File: src/rtl/fetch_unit.sv
// Instruction fetch stage: owns the PC, issues single-outstanding word requests
// to instruction memory and hands fetched words downstream over valid/ready.
module fetch_unit #(
  parameter logic [63:0] RESET_PC = 64'h0
) (
  input  logic        CLK,
  input  logic        resetl,
  output logic        imem_req,
  output logic [63:0] imem_addr,
  input  logic        imem_ack,
  input  logic [31:0] imem_rdata,
  output logic        instr_valid,
  input  logic        instr_ready,
  output logic [31:0] instr,
  output logic [10:0] opcode,
  output logic [63:0] pc_out,
  input  logic        branch_taken,
  input  logic [63:0] branch_target,
  output logic        misalign_err,
  output logic [31:0] instr_count
);

  typedef enum logic [1:0] {IDLE, FETCH, HOLD, FLUSH} state_t;

  typedef struct packed {
    logic [31:0] word;
    logic [63:0] pc;
  } fetch_rsp_t;

  state_t      state, state_nxt;
  fetch_rsp_t  rsp;
  logic [63:0] pc, fetch_addr, redirect_pc, tgt, pc_nxt;
  logic        ld_pc, capture, save_redir, accept;

  assign tgt = {branch_target[63:2], 2'b00};

  // Redirect beats every other transition; a stale ack is simply dropped.
  always_comb begin
    state_nxt  = state;
    pc_nxt     = pc;
    ld_pc      = 1'b0;
    capture    = 1'b0;
    save_redir = 1'b0;
    accept     = 1'b0;
    case (state)
      IDLE: begin
        state_nxt = FETCH;
        ld_pc     = 1'b1;
        pc_nxt    = RESET_PC;
      end
      FETCH: begin
        if (branch_taken) begin
          if (imem_ack) begin
            ld_pc  = 1'b1;
            pc_nxt = tgt;
          end else begin
            save_redir = 1'b1;
            state_nxt  = FLUSH;
          end
        end else if (imem_ack) begin
          capture   = 1'b1;
          state_nxt = HOLD;
        end
      end
      HOLD: begin
        if (branch_taken) begin
          ld_pc     = 1'b1;
          pc_nxt    = tgt;
          state_nxt = FETCH;
        end else if (instr_ready) begin
          accept    = 1'b1;
          ld_pc     = 1'b1;
          pc_nxt    = pc_out + 64'd4;
          state_nxt = FETCH;
        end
      end
      FLUSH: begin
        if (imem_ack) begin
          ld_pc     = 1'b1;
          pc_nxt    = branch_taken ? tgt : redirect_pc;
          state_nxt = FETCH;
        end else if (branch_taken) begin
          save_redir = 1'b1;
        end
      end
      default: state_nxt = IDLE;
    endcase
  end

  always_ff @(posedge CLK or negedge resetl) begin
    if (!resetl) begin
      state        <= IDLE;
      pc           <= RESET_PC;
      fetch_addr   <= RESET_PC;
      redirect_pc  <= 64'h0;
      rsp          <= '0;
      misalign_err <= 1'b0;
      instr_count  <= 32'h0;
    end else begin
      state <= state_nxt;
      if (ld_pc) begin
        pc         <= pc_nxt;
        fetch_addr <= pc_nxt;
      end
      if (save_redir) redirect_pc <= tgt;
      if (capture) begin
        rsp.word <= imem_rdata;
        rsp.pc   <= fetch_addr;
      end
      if (accept) instr_count <= instr_count + 32'd1;
      if (branch_taken && state != IDLE && branch_target[1:0] != 2'b00)
        misalign_err <= 1'b1;
    end
  end

  assign imem_req    = (state == FETCH) || (state == FLUSH);
  assign imem_addr   = fetch_addr;
  assign instr_valid = (state == HOLD);
  assign instr       = rsp.word;
  assign pc_out      = rsp.pc;
  assign opcode      = rsp.word[31:21];

endmodule

File: config.mk
export PLATFORM = sky130hd
export DESIGN_NAME = fetch_unit
export DESIGN_NICKNAME = d
export VERILOG_FILES = /design/src/rtl/fetch_unit.sv
export SDC_FILE = /design/constraint.sdc
export NUM_CORES = 1
export LEC_CHECK = 0
export ABC_AREA = 0
export CORE_MARGIN = 3
export CORE_UTILIZATION = 54
export DETAILED_ROUTE_END_ITERATION = 16
export GPL_TIMING_DRIVEN = 0
export PLACE_DENSITY_LB_ADDON = 0.2
export SLEW_MARGIN = 20
export SYNTH_ARGS = -nofsm -noshare
export SYNTH_HDL_FRONTEND = slang
export SYNTH_SLANG_ARGS = --single-unit
File: constraint.sdc
create_clock -name CLK -period 4.1 [get_ports CLK]
set_input_delay 0.82 -clock CLK [delete_from_list [all_inputs] [get_ports CLK]]
set_output_delay 0.82 -clock CLK [all_outputs]
set_load 0.03 [all_outputs]
Word-level counts from Yosys, hierarchy flattened

Cells that the tools add are included.

Mux-type cells: 28
Reductions and logical operators: 8
$add $sub $neg: 2
Eq/ne operators: 9

Operators by type and width:

| kind                                                                     | count |
|---|---|
| 64-bit 2-to-1 mux                                                        | 6 |
| 64-bit one-hot mux with 4 select lines                                   | 1 |
| 64-bit by 3-bit adder with 64-bit output (second input constant)         | 1 |
| 32-bit by 1-bit adder with 32-bit output (second input constant)         | 1 |
| 1-bit 2-to-1 mux                                                         | 12 |
| 2-bit 2-to-1 mux                                                         | 6 |
| 2-bit one-hot mux with 4 select lines                                    | 1 |
| 2-bit inequality test (second input constant)                            | 3 |
| 3-bit inequality test (second input constant)                            | 2 |
| 5-bit AND reduction                                                      | 1 |
| 2-bit equality test (second input constant)                              | 2 |
| 1-bit one-hot mux with 4 select lines                                    | 1 |
| 4-bit AND reduction                                                      | 1 |
| 2-bit nonzero test                                                       | 2 |
| 3-bit by 1-bit inequality test with 1-bit output (second input constant) | 1 |
| 2-bit by 1-bit equality test with 1-bit output (second input constant)   | 1 |
| 1-bit logical AND                                                        | 2 |
| 2-bit zero test                                                          | 1 |
| 1-bit one-hot mux with 2 select lines                                    | 1 |
| 1-bit logical OR                                                         | 1 |

Bits in registers: 257
Output and inout bits: 206
Word-level logic and storage cells: 54
Input port bits: 101

Longest topological paths before layout

Depth after elaboration: 4
Mapped depth: 10
Mapped depth without buffers: 7

Worst setup path before layout

OpenSTA, ideal clock, no wires.

Kind: input to register
Start point: input branch_taken
End point: register fetch_addr[59] (netlist: imem_addr[59])
Data required time: 3.968 ns
Setup time: 0.132 ns
Slack: 1.825 ns
Cell stages on the path: 7
Buffers on the path: 2
Arrival time: 2.143 ns
Cell sequence: nor2b_1 > buf_2 > buf_2 > mux2_2 > and3_1 > a221oi_1 > o21ai_1

Word-level cells in the longest chain between the ends: 3
Elaborated cells on any way between the ends: 10
Classes of those cells: 2 x eq/ne; 7 x mux; 1 x reduce/logical

Ends and longest elaborated chain:

| item                                                                                                  | RTL line | text |
|---|---|---|
| start, declared                                                                                       | 17       | `input logic branch_taken,` |
| 1-bit 2-to-1 mux, or another cell as far along                                                        | 66       | `if (branch_taken) begin` |
| 1-bit one-hot mux with 4 select lines / 64-bit 2-to-1 mux (equally long branches)                     | 45, 78   |  |
| 5-bit AND reduction (no source line) / 64-bit one-hot mux with 4 select lines (equally long branches) | n/a      |  |
| end signal, assigned                                                                                  | 103      | `fetch_addr <= pc_nxt;` |
| end, declared                                                                                         | 32       | `logic [63:0] pc, fetch_addr, redirect_pc, tgt, pc_nxt;` |

Several ways; a longest one is shown, not always the timed one. The select of a mux whose other input is x is not followed.
A chain may end at the register's enable or synchronous reset.

Final worst setup path

Start point: input branch_taken
End point: register fetch_addr[54] (netlist: imem_addr[54])

The elaborated chain is that of the path after synthesis.

==> results.md <==
* Slew margin rel. at 0.386
* Row count at 55
* Worst-path clk slew at 60 ps
* Layout Cells excl Fill at 1845
* GR Layer Usage met2 at 0.496
* Hold_buf cts at 0
* Comb pwr share at 0.370
* CP most frequent cell: clkbuf_1
* # resized after CTS at 0
* GR met1 Demand/Resource at 0.399
* CP Capture Type: flip-flop
* Clock power share at 0.261
* Synth Area per Inst at 11.0 sq um
* Grt total ovfl at 0
* Worst Path Arrival at 3640 ps
* Min Clock Period, post-route at 3180 ps
* Final period utilization at 0.775
* Clk_lat worst skew at 550 ps
* Antenna-violating nets left at 0
* Fin. max-slew vios at 0
* Placed cell area at 16300 sq um
* Setup Viol. Count Final at 0
* Final clock skew at 13.3 ps
* Met3 Use GR at 0.0685
* Complex-gate fraction of the synthesized area at 0.0999
* Yosys cell types at 55
* CP max stage delay at 780 ps
* Port Buf Inserts at 306
* Vias in the first global route at 11300
* Initial Util at 0.557
* Internal power at 6.69 mW
* Number of synthesized flops with an enable pin at 0
* CP cell instances: clkdlybuf4s50_1 > clkinv_1 > a21boi_1 > nand2_1 > clkbuf_1 > clkbuf_1 > o21ai_0
* Longest Clk Path Bufs at 3
* Synthesized area at 12800 sq um
* Multiplexer share of the synthesized area at 0.155
* Hold crit path type: primary input to async pin
* Combinational family with the most area after synthesis: multiplexers
* Ys async rst share at 1.00
* Layout Utilization at 0.755
* Fmax at 315 MHz
* Die area at 25600 sq um
* LEAKAGE at 7.17 nW
* Warnings, synthesis at 0
* Synth Area in XOR/XNOR at 0.0575
* Pin count of the biggest net entering global routing at 96
* Core area at 23000 sq um
* Area leader, netlist: dfrtp_1
* Switching share of power at 0.369
* Design area at 17300 sq um
* Seq cells post-synth at 257
* Antenna violations before repair at 5
* Clock sinks at 257
* Simple-gate share of the synthesized area at 0.144
* Primary FF master, synth: dfrtp_1
* Switching power at 3.92 mW
* Setup WS pre-CTS at 441 ps
* Post-Syn Instances at 1168
* Commonest cells after routing, fill and taps aside: 305 x clkdlybuf4s50_1, 257 x dfrtp_1, 171 x mux2_2
* # IOs at 307
* Final WS setup at 921 ps
* Root buffer cell: clkbuf_16
* Max_cap viols at 0
* Wire length of the first global-routing pass at 62400 microns
* Crit path max fanout at 10
* DPL Wire Length at 28000 microns
* CP required at 4560 ps
* Final hold violations at 0
* Worst path slowest cell: a21boi_1
* Slew of the pin with the lowest slew margin at 920 ps
* RSZ-0062 raised after global routing: no
* GPL Wtd Cong at 0.891
* Synthesized Nets at 1271
* Post-synth top area share at 0.503
* DR WL/cell at 21.3 microns
* Most common cell after layout, fill and taps aside: clkdlybuf4s50_1
* # DRC at 0
* Ranking of synthesized cells by area: dfrtp_1 50%, mux2_2 15%, xnor2_1 4.7%
* Crit start category: primary input
* Setup CP Type: primary input to flip-flop
* Synth Area in Adders at 0.00196
* Layout cells sized above 1 at 0.184
* Pwr dens at 611 nW/um^2
* Total track usage at 0.303
* H-tree depth at 1
* CTS tree: yes
* Syn-to-layout area delta at 35.6%
* Inserted Clock Buffers at 28
* Sequential group share of total power at 0.369
* Final net count at 1609
* Peak supply drop at 0.000409 V
* First-pass DRT Iterations at 5
* GRT Max-Usage Layer: met2
* Die Wd at 160 microns
* Register area share after synthesis at 0.503
* Status: completed
* Postcts setup bufs at 0
* Post-placement cell count at 1789
* Die Ht at 160 microns
* Routed WL at 39300 microns
* Worst path buffer plus inverter count at 4
* Vias/cell at 5.95
* CP delay by family, top: buffers and inverters
* Via count at 11000
* Drt initial violations at 824
## per-stage QoR
step	power (mW)	hold slack, ps	setup TNS (ps)
2_1_floorplan	6.05	450	0
3_3_place_gp	7.75	462	-2269940
3_5_place_dp	7.85	469	0
4_1_cts	10.6	291	0
5_1_grt	11.1	320	0
6_report	10.6	268	0
## power by group through the flow
| stage | Combinational (mW) | Sequential (mW) | Clock [mW] |
|---|---|---|---|
| CTS | 3.95 | 3.90 | 2.79 |
| global route | 4.15 | 4.02 | 2.88 |
| finish | 3.93 | 3.91 | 2.76 |
| floorplan | 1.25 | 4.80 | 0 |
| global placement | 3.85 | 3.91 | 0 |
| detailed placement | 3.92 | 3.93 | 0 |
## registers in the layout, summed over array words and instances (netlist names)
name,cells
imem_addr,64
misalign_err,1
redirect_pc,62
instr,32
state,2
pc_out,64
instr_count,32
## logic make-up after synthesis
logic type / count (synthesis)
adder cells (fa/ha/maj): 2
AND/OR/NAND/NOR: 334
AO/OA/AOI/OAI: 207
flip-flops: 257
multiplexers: 177
XOR/XNOR: 84
buffers and inverters: 107
## worst paths after layout
path | depth (start not counted) | start | endpoint | slack (ps)
max | 7 | branch_taken | imem_addr[54] | 920
min | 1 | resetl | instr_count[10] | 270
max reg2reg | 7 | state[1] | pc_out[43] | 1070
min reg2reg | 1 | misalign_err | misalign_err | 480
max in group asynchronous | 2 | resetl | redirect_pc[47] | 2910
min in group CLK | 1 | misalign_err | misalign_err | 480
## area by class of cell
class | instances | area, sq um
timing repair buffer | 308 | 3120
fill | 1641 | 5640
clock buffer | 44 | 882
antenna | 4 | 10.0
sequential | 257 | 6430
inverter | 27 | 101
buffer | 80 | 398
multi-input combinational | 804 | 5870
tap | 313 | 392
clock inverter | 8 | 143
## routing by layer
| metal | routed length, microns | share of wire |
|---|---|---|
| met1 | 15900 | 0.40 |
| met2 | 18700 | 0.48 |
| met3 | 3520 | 0.090 |
| met4 | 1200 | 0.031 |
| met5 | 21 | 0.00054 |
## cell usage after synthesis (5+ instances only)
cell type / count
o211ai_1: 8
a21oi_1: 24
buf_2: 21
nor4_2: 7
a221oi_1: 30
o21ai_0: 91
mux2_2: 171
nor2_1: 42
nor4_1: 9
xnor2_1: 68
dfrtp_1: 257
nand2_1: 111
nor3_1: 16
a22oi_1: 16
inv_1: 26
nand3_1: 37
clkbuf_1: 41
o21ai_1: 11
buf_4: 13
o22ai_1: 10
mux2i_1: 6
and4_1: 5
xor2_1: 16
and3_1: 51
nand4_1: 25
Note: power is estimated with default switching activity, not from simulation.
